$ cat src/rtl/frost32_mem_arbiter_if.sv
// Bundle of the two requester ports and the external memory port around the arbiter.
// Carries no logic of its own; timing is set by the arbiter.
// The master view belongs to the arbiter, the slave view to requesters and memory.
interface frost32_mem_arbiter_if;
    // instruction fetch requester
    logic        fetch_req;
    logic [31:0] fetch_addr;
    logic        fetch_ack;
    logic [31:0] fetch_rdata;
    logic        fetch_err;

    // data-access requester
    logic        data_req;
    logic [31:0] data_addr;
    logic [31:0] data_wdata;
    logic        data_access_type;
    logic [1:0]  data_access_size;
    logic        data_ack;
    logic [31:0] data_rdata;
    logic        data_err;

    // shared external memory port
    logic        mem_req;
    logic [31:0] mem_addr;
    logic [31:0] mem_wdata;
    logic        mem_access_type;
    logic [1:0]  mem_access_size;
    logic        mem_ack;
    logic [31:0] mem_rdata;

    modport master (
        input  fetch_req, fetch_addr,
        output fetch_ack, fetch_rdata, fetch_err,
        input  data_req, data_addr, data_wdata, data_access_type, data_access_size,
        output data_ack, data_rdata, data_err,
        output mem_req, mem_addr, mem_wdata, mem_access_type, mem_access_size,
        input  mem_ack, mem_rdata
    );

    modport slave (
        output fetch_req, fetch_addr,
        input  fetch_ack, fetch_rdata, fetch_err,
        output data_req, data_addr, data_wdata, data_access_type, data_access_size,
        input  data_ack, data_rdata, data_err,
        input  mem_req, mem_addr, mem_wdata, mem_access_type, mem_access_size,
        output mem_ack, mem_rdata
    );
endinterface

$ cat src/rtl/frost32_mem_arbiter.sv
// Arbitrates one external memory port between instruction fetch and data access.
// Latency: request to mem_req 1 cycle, mem_ack to requester ack 1 cycle, 3 cycles minimum per access.
// Backpressure: requesters hold req until their one-cycle ack; memory stalls by withholding mem_ack.
module frost32_mem_arbiter #(
    parameter int TIMEOUT_CYCLES = 64,
    parameter int FAIR_ARB       = 0
) (
    input  logic                  clk,
    input  logic                  rst_n,
    frost32_mem_arbiter_if.master bus
);

    // counter only needs to reach TIMEOUT_CYCLES-1
    localparam int               CNT_W    = (TIMEOUT_CYCLES > 1) ? $clog2(TIMEOUT_CYCLES) : 1;
    localparam logic [CNT_W-1:0] CNT_LAST = (TIMEOUT_CYCLES > 0) ? CNT_W'(TIMEOUT_CYCLES - 1) : '0;
    localparam bit               TIMEOUT_EN = (TIMEOUT_CYCLES != 0);
    localparam logic [1:0]       SIZE_BAD   = 2'd3;

    typedef enum logic [1:0] {
        StIdle  = 2'd0,
        StFetch = 2'd1,
        StData  = 2'd2,
        StAck   = 2'd3
    } state_t;

    typedef enum logic {
        GrantFetch = 1'b0,
        GrantData  = 1'b1
    } grant_t;

    state_t           state_q,       state_nxt;
    grant_t           last_grant_q,  last_grant_nxt;
    logic [CNT_W-1:0] cnt_q,         cnt_nxt;

    logic             fetch_ack_q,   fetch_ack_nxt;
    logic [31:0]      fetch_rdata_q, fetch_rdata_nxt;
    logic             fetch_err_q,   fetch_err_nxt;
    logic             data_ack_q,    data_ack_nxt;
    logic [31:0]      data_rdata_q,  data_rdata_nxt;
    logic             data_err_q,    data_err_nxt;

    logic             mem_req_q,     mem_req_nxt;
    logic [31:0]      mem_addr_q,    mem_addr_nxt;
    logic [31:0]      mem_wdata_q,   mem_wdata_nxt;
    logic             mem_type_q,    mem_type_nxt;
    logic [1:0]       mem_size_q,    mem_size_nxt;

    logic             grant_data;
    logic             grant_fetch;
    logic             timeout_hit;

    // pick a winner among pending requests; data wins ties unless round-robin is enabled
    always_comb begin
        grant_data  = 1'b0;
        grant_fetch = 1'b0;
        if (bus.data_req && bus.fetch_req) begin
            if ((FAIR_ARB != 0) && (last_grant_q == GrantData)) begin
                grant_fetch = 1'b1;
            end else begin
                grant_data = 1'b1;
            end
        end else if (bus.data_req) begin
            grant_data = 1'b1;
        end else if (bus.fetch_req) begin
            grant_fetch = 1'b1;
        end
    end

    // memory has stalled too long; a same-cycle mem_ack takes priority over this
    assign timeout_hit = TIMEOUT_EN && (cnt_q == CNT_LAST);

    // next-state and next-output logic; acks and errors default low so they pulse for one cycle
    always_comb begin
        state_nxt       = state_q;
        last_grant_nxt  = last_grant_q;
        cnt_nxt         = cnt_q;
        fetch_ack_nxt   = 1'b0;
        fetch_err_nxt   = 1'b0;
        fetch_rdata_nxt = fetch_rdata_q;
        data_ack_nxt    = 1'b0;
        data_err_nxt    = 1'b0;
        data_rdata_nxt  = data_rdata_q;
        mem_req_nxt     = mem_req_q;
        mem_addr_nxt    = mem_addr_q;
        mem_wdata_nxt   = mem_wdata_q;
        mem_type_nxt    = mem_type_q;
        mem_size_nxt    = mem_size_q;

        case (state_q)
            StIdle: begin
                cnt_nxt = '0;
                if (grant_data) begin
                    last_grant_nxt = GrantData;
                    if (bus.data_access_size == SIZE_BAD) begin
                        // rejected locally, memory never sees it
                        data_ack_nxt   = 1'b1;
                        data_err_nxt   = 1'b1;
                        data_rdata_nxt = '0;
                        state_nxt      = StAck;
                    end else begin
                        mem_req_nxt   = 1'b1;
                        mem_addr_nxt  = bus.data_addr;
                        mem_wdata_nxt = bus.data_wdata;
                        mem_type_nxt  = bus.data_access_type;
                        mem_size_nxt  = bus.data_access_size;
                        state_nxt     = StData;
                    end
                end else if (grant_fetch) begin
                    last_grant_nxt = GrantFetch;
                    mem_req_nxt    = 1'b1;
                    mem_addr_nxt   = bus.fetch_addr;
                    mem_wdata_nxt  = '0;
                    mem_type_nxt   = 1'b0;
                    mem_size_nxt   = 2'd0;
                    state_nxt      = StFetch;
                end
            end

            StFetch: begin
                if (bus.mem_ack) begin
                    mem_req_nxt     = 1'b0;
                    fetch_ack_nxt   = 1'b1;
                    fetch_rdata_nxt = bus.mem_rdata;
                    state_nxt       = StAck;
                end else if (timeout_hit) begin
                    mem_req_nxt     = 1'b0;
                    fetch_ack_nxt   = 1'b1;
                    fetch_err_nxt   = 1'b1;
                    fetch_rdata_nxt = '0;
                    state_nxt       = StAck;
                end else begin
                    cnt_nxt = cnt_q + CNT_W'(1);
                end
            end

            StData: begin
                if (bus.mem_ack) begin
                    mem_req_nxt    = 1'b0;
                    data_ack_nxt   = 1'b1;
                    // writes return no data
                    data_rdata_nxt = mem_type_q ? 32'd0 : bus.mem_rdata;
                    state_nxt      = StAck;
                end else if (timeout_hit) begin
                    mem_req_nxt    = 1'b0;
                    data_ack_nxt   = 1'b1;
                    data_err_nxt   = 1'b1;
                    data_rdata_nxt = '0;
                    state_nxt      = StAck;
                end else begin
                    cnt_nxt = cnt_q + CNT_W'(1);
                end
            end

            StAck: begin
                // requests are ignored here; the requester drops req while it sees ack
                cnt_nxt   = '0;
                state_nxt = StIdle;
            end

            default: begin
                state_nxt   = StIdle;
                mem_req_nxt = 1'b0;
                cnt_nxt     = '0;
            end
        endcase
    end

    // state and output registers; reset abandons any in-flight access
    always_ff @(posedge clk or negedge rst_n) begin
        if (!rst_n) begin
            state_q       <= StIdle;
            last_grant_q  <= GrantFetch;
            cnt_q         <= '0;
            fetch_ack_q   <= 1'b0;
            fetch_rdata_q <= '0;
            fetch_err_q   <= 1'b0;
            data_ack_q    <= 1'b0;
            data_rdata_q  <= '0;
            data_err_q    <= 1'b0;
            mem_req_q     <= 1'b0;
            mem_addr_q    <= '0;
            mem_wdata_q   <= '0;
            mem_type_q    <= 1'b0;
            mem_size_q    <= 2'd0;
        end else begin
            state_q       <= state_nxt;
            last_grant_q  <= last_grant_nxt;
            cnt_q         <= cnt_nxt;
            fetch_ack_q   <= fetch_ack_nxt;
            fetch_rdata_q <= fetch_rdata_nxt;
            fetch_err_q   <= fetch_err_nxt;
            data_ack_q    <= data_ack_nxt;
            data_rdata_q  <= data_rdata_nxt;
            data_err_q    <= data_err_nxt;
            mem_req_q     <= mem_req_nxt;
            mem_addr_q    <= mem_addr_nxt;
            mem_wdata_q   <= mem_wdata_nxt;
            mem_type_q    <= mem_type_nxt;
            mem_size_q    <= mem_size_nxt;
        end
    end

    assign bus.fetch_ack       = fetch_ack_q;
    assign bus.fetch_rdata     = fetch_rdata_q;
    assign bus.fetch_err       = fetch_err_q;
    assign bus.data_ack        = data_ack_q;
    assign bus.data_rdata      = data_rdata_q;
    assign bus.data_err        = data_err_q;
    assign bus.mem_req         = mem_req_q;
    assign bus.mem_addr        = mem_addr_q;
    assign bus.mem_wdata       = mem_wdata_q;
    assign bus.mem_access_type = mem_type_q;
    assign bus.mem_access_size = mem_size_q;

    // only one requester can ever be completing
    assert property (@(posedge clk) disable iff (!rst_n) !(fetch_ack_q && data_ack_q));

    // the memory-side attributes never change under an outstanding request
    assert property (@(posedge clk) disable iff (!rst_n)
        (mem_req_q && $past(mem_req_q)) |-> ($stable(mem_addr_q) && $stable(mem_wdata_q)
                                            && $stable(mem_type_q) && $stable(mem_size_q)));

endmodule

$ cat src/flat_wrapper.sv
// flat-port wrapper written by rule: the top's interface ports become plain ports
module frost32_mem_arbiter_flat 
#(
    parameter int TIMEOUT_CYCLES = 64,
    parameter int FAIR_ARB       = 0
)
  (clk, rst_n, bus_fetch_req, bus_fetch_addr, bus_fetch_ack, bus_fetch_rdata, bus_fetch_err, bus_data_req, bus_data_addr, bus_data_wdata, bus_data_access_type, bus_data_access_size, bus_data_ack, bus_data_rdata, bus_data_err, bus_mem_req, bus_mem_addr, bus_mem_wdata, bus_mem_access_type, bus_mem_access_size, bus_mem_ack, bus_mem_rdata);
  frost32_mem_arbiter_if bus_i ();
  input  logic clk;
  input  logic rst_n;
  input wire logic [$bits(bus_i.fetch_req)-1:0] bus_fetch_req;
  input wire logic [$bits(bus_i.fetch_addr)-1:0] bus_fetch_addr;
  output wire logic [$bits(bus_i.fetch_ack)-1:0] bus_fetch_ack;
  output wire logic [$bits(bus_i.fetch_rdata)-1:0] bus_fetch_rdata;
  output wire logic [$bits(bus_i.fetch_err)-1:0] bus_fetch_err;
  input wire logic [$bits(bus_i.data_req)-1:0] bus_data_req;
  input wire logic [$bits(bus_i.data_addr)-1:0] bus_data_addr;
  input wire logic [$bits(bus_i.data_wdata)-1:0] bus_data_wdata;
  input wire logic [$bits(bus_i.data_access_type)-1:0] bus_data_access_type;
  input wire logic [$bits(bus_i.data_access_size)-1:0] bus_data_access_size;
  output wire logic [$bits(bus_i.data_ack)-1:0] bus_data_ack;
  output wire logic [$bits(bus_i.data_rdata)-1:0] bus_data_rdata;
  output wire logic [$bits(bus_i.data_err)-1:0] bus_data_err;
  output wire logic [$bits(bus_i.mem_req)-1:0] bus_mem_req;
  output wire logic [$bits(bus_i.mem_addr)-1:0] bus_mem_addr;
  output wire logic [$bits(bus_i.mem_wdata)-1:0] bus_mem_wdata;
  output wire logic [$bits(bus_i.mem_access_type)-1:0] bus_mem_access_type;
  output wire logic [$bits(bus_i.mem_access_size)-1:0] bus_mem_access_size;
  input wire logic [$bits(bus_i.mem_ack)-1:0] bus_mem_ack;
  input wire logic [$bits(bus_i.mem_rdata)-1:0] bus_mem_rdata;
  assign bus_i.fetch_req = bus_fetch_req;
  assign bus_i.fetch_addr = bus_fetch_addr;
  assign bus_fetch_ack = bus_i.fetch_ack;
  assign bus_fetch_rdata = bus_i.fetch_rdata;
  assign bus_fetch_err = bus_i.fetch_err;
  assign bus_i.data_req = bus_data_req;
  assign bus_i.data_addr = bus_data_addr;
  assign bus_i.data_wdata = bus_data_wdata;
  assign bus_i.data_access_type = bus_data_access_type;
  assign bus_i.data_access_size = bus_data_access_size;
  assign bus_data_ack = bus_i.data_ack;
  assign bus_data_rdata = bus_i.data_rdata;
  assign bus_data_err = bus_i.data_err;
  assign bus_mem_req = bus_i.mem_req;
  assign bus_mem_addr = bus_i.mem_addr;
  assign bus_mem_wdata = bus_i.mem_wdata;
  assign bus_mem_access_type = bus_i.mem_access_type;
  assign bus_mem_access_size = bus_i.mem_access_size;
  assign bus_i.mem_ack = bus_mem_ack;
  assign bus_i.mem_rdata = bus_mem_rdata;
  frost32_mem_arbiter #(.TIMEOUT_CYCLES(TIMEOUT_CYCLES), .FAIR_ARB(FAIR_ARB)) u_core (.clk(clk), .rst_n(rst_n), .bus(bus_i));
endmodule
$ cat config.mk
export PLATFORM = sky130hd
export DESIGN_NAME = frost32_mem_arbiter_flat
export DESIGN_NICKNAME = d
export VERILOG_FILES = /design/src/rtl/frost32_mem_arbiter_if.sv /design/src/rtl/frost32_mem_arbiter.sv /design/src/flat_wrapper.sv
export SDC_FILE = /design/constraint.sdc
export NUM_CORES = 1
export LEC_CHECK = 0
export BUFFER_PORTS_ARGS = -buffer_cell sky130_fd_sc_hd__buf_2
export CELL_PAD_IN_SITES_DETAIL_PLACEMENT = 0
export CELL_PAD_IN_SITES_GLOBAL_PLACEMENT = 2
export CORE_UTILIZATION = 32
export CTS_BUF_LIST = sky130_fd_sc_hd__clkbuf_2 sky130_fd_sc_hd__clkbuf_4 sky130_fd_sc_hd__clkbuf_8
export DETAILED_ROUTE_END_ITERATION = 12
export PLACE_DENSITY_LB_ADDON = 0.1
export SETUP_SLACK_MARGIN = 0.3
export SYNTH_ARGS = -nofsm -noshare
export SYNTH_HDL_FRONTEND = slang
export SYNTH_SLANG_ARGS = --single-unit
$ cat constraint.sdc
create_clock -name clk -period 3.5 [get_ports clk]
set_input_delay 0.35 -clock clk [delete_from_list [all_inputs] [get_ports clk]]
set_output_delay 0.35 -clock clk [all_outputs]
set_load 0.01 [all_outputs]
# == Word-level counts from Yosys, hierarchy flattened ==
# Cells that the tools add are included.
# classes
bitwise_logic,0
shift,0
multipliers,0
order_cmp,0
n_eq_ne,14
add_sub_neg,1
n_div,0
n_mux,48
reduce_logical,14
# op_table
op,n
$mux 32,12
$pmux 32 s2,1
$mux 1,21
$mux 2,7
$mux 6,2
$pmux 6 s2,1
$reduce_and 4->1,2
$reduce_bool 2->1,4
$add 6x1->6 const B,1
$eq 2x2->1 const B,3
$eq 6x6->1 const B,1
$ne 2x2->1 const B,3
$ne 3x1->1 const B,2
$pmux 1 s2,3
$pmux 2 s3,1
$reduce_and 2->1,3
$ne 2x1->1 const B,2
$reduce_or 2->1,2
$ne 3x2->1 const B,1
$ne 3x3->1 const B,1
$reduce_and 3->1,1
$eq 2x1->1 const B,1
$logic_not 2->1,1
$logic_and 1x1->1,1
# word_totals
reg_bits,144
memories,0
inputBits,136
rom_bits,0
elab_cells,90
latchBits,0
ramBits,0

# == Depth between registers and ports, before layout ==
# depth
word_depth,6
mapped_depth,7

# == Least setup slack after synthesis ==
# OpenSTA, ideal clock, no wires.
# synth_timing
kind,register to register
startpoint,register u_core.state_q[0]
endpoint,"register u_core.data_rdata_q[10], in the netlist u_core.bus.data_rdata[10]"
path_buffers,1
required_ns,3.378
t_arrival_ns,1.517
setup_time_ns,0.122
path_slack_ns,1.861
path_stages_with_launch,8
path_cell_list,dfrtp_1 > inv_1 > ha_1 > nand4_1 > o21ai_0 > a21bo_2 > buf_6 > a32o_1
# synth_between
elab_chain_len,3
word_cells_on_any_way,8
# synth_rtl
item,line,source
from (decl),frost32_mem_arbiter.sv:31,"state_t state_q, state_nxt;"
from (signal assigned),frost32_mem_arbiter.sv:171,state_q <= StIdle;
from (signal assigned),frost32_mem_arbiter.sv:186,state_q <= state_nxt;
$eq 2x2->1 or $logic_not 2->1 (tied branches),frost32_mem_arbiter.sv:89,case (state_q)
"$ne 3x2->1 (no source line), or another cell as far along",--,
$reduce_and 4->1 (no source line),--,
to (signal assigned),frost32_mem_arbiter.sv:193,data_rdata_q <= data_rdata_nxt;
to (decl),frost32_mem_arbiter.sv:39,"logic [31:0] data_rdata_q, data_rdata_nxt;"
# Parallel ways exist; a longest one is shown, timed or not.
# A chain may end at the register's enable or synchronous reset.

# == Worst setup path in the final report ==
# layout_timing
startpoint,register u_core.state_q[1]
endpoint,"register u_core.fetch_rdata_q[4], in the netlist u_core.bus.fetch_rdata[4]"
# layout_between
elab_chain_len,2
# layout_rtl
item,line,source
$eq 2x1->1,frost32_mem_arbiter.sv:89,
$reduce_and 2->1 (no source line),--,
to (signal assigned),frost32_mem_arbiter.sv:190,fetch_rdata_q <= fetch_rdata_nxt;
to (decl),frost32_mem_arbiter.sv:36,"logic [31:0] fetch_rdata_q, fetch_rdata_nxt;"
# Every way passes these cells.

==> results.yml <==
worst_setup_path:
  r2r_cells: 6
  crit_end: "u_core.bus.fetch_rdata[4]"
  endpoint_kind: "flip-flop"
  crit_buf_inv: 3
  crit_arrival_ns: 2.43
  worstSetupPathType: "flip-flop to flip-flop"
  cp_max_fo: 34
  path_cells: "inv_1, ha_1, buf_4, nand2b_1, buf_4, a32o_1"
  crit_start: "u_core.state_q[1]"
  worst_ep_required_time_ns: 3.83
  critPathSlowestCell: "dfrtp_1"
  start_kind: "flip-flop"
  crit_top_cell: "buf_4"
  r2r_slack_ns: 1.39
  r2r-start: "u_core.state_q[1]"
  slowest_delay_ns: 0.40
  cp_top_family: "buffers and inverters"
  worstSetupPathDepth: 6
  r2r-end: "u_core.bus.fetch_rdata[4]"
sta:
  hold_viol_final: 0
  setup_violations: 0
  min_period_ns: 2.11
  relSlewSlack: 0.468
  drv_slew: 0
  setup_tns_ns: 0
  rsz0062_at_grt: "false"
  tightest_slew_ns: 0.798
  fmax_mhz: 475
  post-route-period-util: 0.602
  clock_skew_ns: 0.0143
clock_network:
  clkSlewWorstSetupHoldPaths_ns: 0.08
  cts_tree: "yes"
  cts.sinks: 144
  cts_made_buffers: 17
  htree_levels: 4
  post-cts-setup-buffers: 0
  cts-root-buf: "clkbuf_8"
  clock_path_buffers: 2
  clk_latency_ns: 0.44
power:
  sequentialPowerShare: 0.418
  power.density_mw_per_mm2: 823
  p_switching_mw: 2.32
  power_leakage_nw: 4.02
  pwr-share-comb: 0.379
  power.clock.fraction: 0.203
  intPower_mw: 4.02
  p_sw_frac: 0.365
  fin_total_pwr_mw: 6.34
  vdd_drop_max_uv: 298
cells_and_area:
  fin_nets: 838
  antenna_cells: 0
  area_growth_pct: 33.2
  n_fill_cell: 1696
  post_layout_nonfiller_instances: 935
  drive_gt1_frac: 0.451
synth:
  ys_warn_count: 0
  avgSynthCellArea_um2: 13.3
  syn_inst: 436
  synth_cell_type_count: 36
  synth_seq_cells: 144
  yosysSeqAreaShare: 0.623
  synthesis.area_mm2: 0.00578
  synth_fp_nets: 577
route:
  avgViaCountPerCell: 5.01
  antenna_left: 0
  drt-pass1-iter-count: 4
  wl_per_cell_um: 16.9
  wl_um: 15800
  drc: 0
  num_vias: 4688
  drt_iter0_drc: 131
global_route:
  grt_max_degree: 86
  antenna_found_initial: 0
  grt_pass1_vias: 4709
  grt_pass1_wl_um: 24600
  overflow: 0
  track_usage: 0.174
status:
  outcome: "completed"
place:
  place.gp.congestion: 0.732
  hpwl_um: 11300
  dp_cells: 902
  numPortBuffers: 271
die:
  die_w_um: 136
  core_mm2: 0.0175
  io_pins: 272
  rows: 48
  die-area_mm2: 0.0186
  fp.dieH_um: 136
  start_util: 0.331
run:
  maxCapViolations: 0
hold_path:
  holdCritPathClass: "input port to flip-flop"
## routing by layer
layer	part of all wire	global-route usage	up-vias
met5	0	0	-
met4	0.013	0.0667	0
met3	0.075	0.0552	14
met2	0.49	0.285	184
met1	0.42	0.214	2302
li1	-	-	2188
## repair_timing
action / 4_1_cts / 5_1_grt
hold buffers: 1 / 0
endpoints found under the hold margin: 67 / 0
resized for setup: 0 / 0
## worst register-to-register path, stage by stage, from the launching register on
cell	delay, ns
dfrtp_1	0.40
inv_1	0.10
ha_1	0.15
buf_4	0.36
nand2b_1	0.39
buf_4	0.34
a32o_1	0.25
## worst min path at each step
| stage | from | to | slack, ns | cells after the start |
|---|---|---|---|---|
| after CTS | bus_data_wdata[19] | u_core.bus.mem_wdata[19] | 0.08 | 2 |
| after global placement | u_core.bus.mem_addr[31] | u_core.bus.mem_addr[31] | 0.46 | 2 |
| after global routing | bus_data_wdata[19] | u_core.bus.mem_wdata[19] | 0.08 | 2 |
| after floorplan | rst_n | u_core.bus.data_ack | 0.05 | 0 |
| final | bus_data_wdata[27] | u_core.bus.mem_wdata[27] | 0.12 | 2 |
| after detailed placement | u_core.bus.mem_addr[6] | u_core.bus.mem_addr[6] | 0.47 | 2 |
## logic make-up after synthesis
| group | after synthesis | synth area share |
|---|---|---|
| AO/OA/AOI/OAI | 151 | 0.218 |
| XOR/XNOR | 1 | 0.00151 |
| adder cells (fa/ha/maj) | 5 | 0.0108 |
| buffers and inverters | 45 | 0.0407 |
| flip-flops | 144 | 0.623 |
| multiplexers | 36 | 0.0623 |
| AND/OR/NAND/NOR | 54 | 0.0437 |
## final cells by class
type / count / area [um^2] / share of cell area
Clock buffer: 18 / 248 / 0.0322
Timing Repair Buffer: 282 / 1460 / 0.190
Multi-Input combinational cell: 247 / 1950 / 0.253
Clock inverter: 14 / 140 / 0.0182
Sequential cell: 144 / 3600 / 0.468
Inverter: 5 / 18.8 / 0.00244
Tap cell: 225 / 282 / 0.0365
## power groups by stage
stage / Combinational (mW) / Sequential [mW] / Clock, mW
2_1_floorplan: 1.14 / 2.95 / 0
3_3_place_gp: 2.40 / 2.66 / 0
3_5_place_dp: 2.47 / 2.67 / 0
4_1_cts: 2.46 / 2.65 / 1.34
5_1_grt: 2.66 / 2.73 / 1.41
6_report: 2.40 / 2.65 / 1.29
## state kept, by name (all words and copies together), names as in the netlist
name	cells
u_core.bus.mem_wdata	32
u_core.bus.data_err	1
u_core.bus.mem_access_type	1
u_core.bus.fetch_rdata	32
u_core.bus.fetch_ack	1
u_core.bus.mem_access_size	2
u_core.bus.fetch_err	1
u_core.state_q	2
u_core.bus.mem_addr	32
u_core.bus.mem_req	1
u_core.bus.data_ack	1
u_core.cnt_q	6
u_core.bus.data_rdata	32
## cell usage after synthesis
cell	number	share of area
nor2_1	1	0.00065
inv_1	4	0.0026
nor3_1	1	0.00086
nand2b_1	1	0.0011
o41ai_1	1	0.0015
nor2b_1	3	0.0032
xnor2_1	1	0.0015
a31oi_4	1	0.0037
a311o_2	1	0.0019
buf_6	7	0.014
inv_2	1	0.00065
a211oi_2	1	0.0022
nand4_1	1	0.0011
a32o_1	64	0.11
mux2i_1	36	0.062
a31oi_1	5	0.0054
o21ai_0	36	0.031
buf_4	1	0.0013
dfrtp_1	144	0.62
o211ai_1	1	0.0013
and3_1	1	0.0011
a21bo_2	1	0.0017
nand3_1	3	0.0026
a21oi_1	3	0.0026
a21boi_1	1	0.0013
and3_4	1	0.0019
a22o_1	35	0.053
clkbuf_1	24	0.016
or4_1	1	0.0013
nand2_1	37	0.024
buf_2	8	0.0069
nor3b_1	2	0.0026
o31ai_1	1	0.0013
nor4bb_1	1	0.0017
or3b_2	1	0.0015
ha_1	5	0.011
## cell usage in the layout, fill, tap and decap left out, types with 2 or more instances in the layout
| cell type | instances |
|---|---|
| a21oi_1 | 3 |
| a31oi_1 | 5 |
| a22o_1 | 35 |
| buf_4 | 9 |
| a32o_1 | 64 |
| nand2_1 | 37 |
| o21ai_0 | 36 |
| ha_1 | 5 |
| buf_2 | 270 |
| mux2i_1 | 36 |
| bufinv_16 | 2 |
| dfrtp_1 | 144 |
| nor3b_1 | 2 |
| nand3_1 | 3 |
| nor2b_1 | 3 |
| inv_1 | 4 |
| clkinv_2 | 5 |
| clkbuf_8 | 18 |
| clkinvlp_4 | 5 |
## per-stage QoR
stage | setup WS [ns] | cell area, um^2 | hold WS, ns | utilization
3_5_place_dp | 1.36 | 7310 | 0.466 | 0.418
3_3_place_gp | 1.48 | 7310 | 0.457 | 0.418
5_1_grt | 1.23 | 7700 | 0.0809 | 0.441
2_1_floorplan | 1.86 | 5780 | 0.0544 | -
6_report | 1.39 | 7700 | 0.121 | 0.441
4_1_cts | 1.35 | 7700 | 0.0771 | 0.441
(Power assumes the default switching activity.)
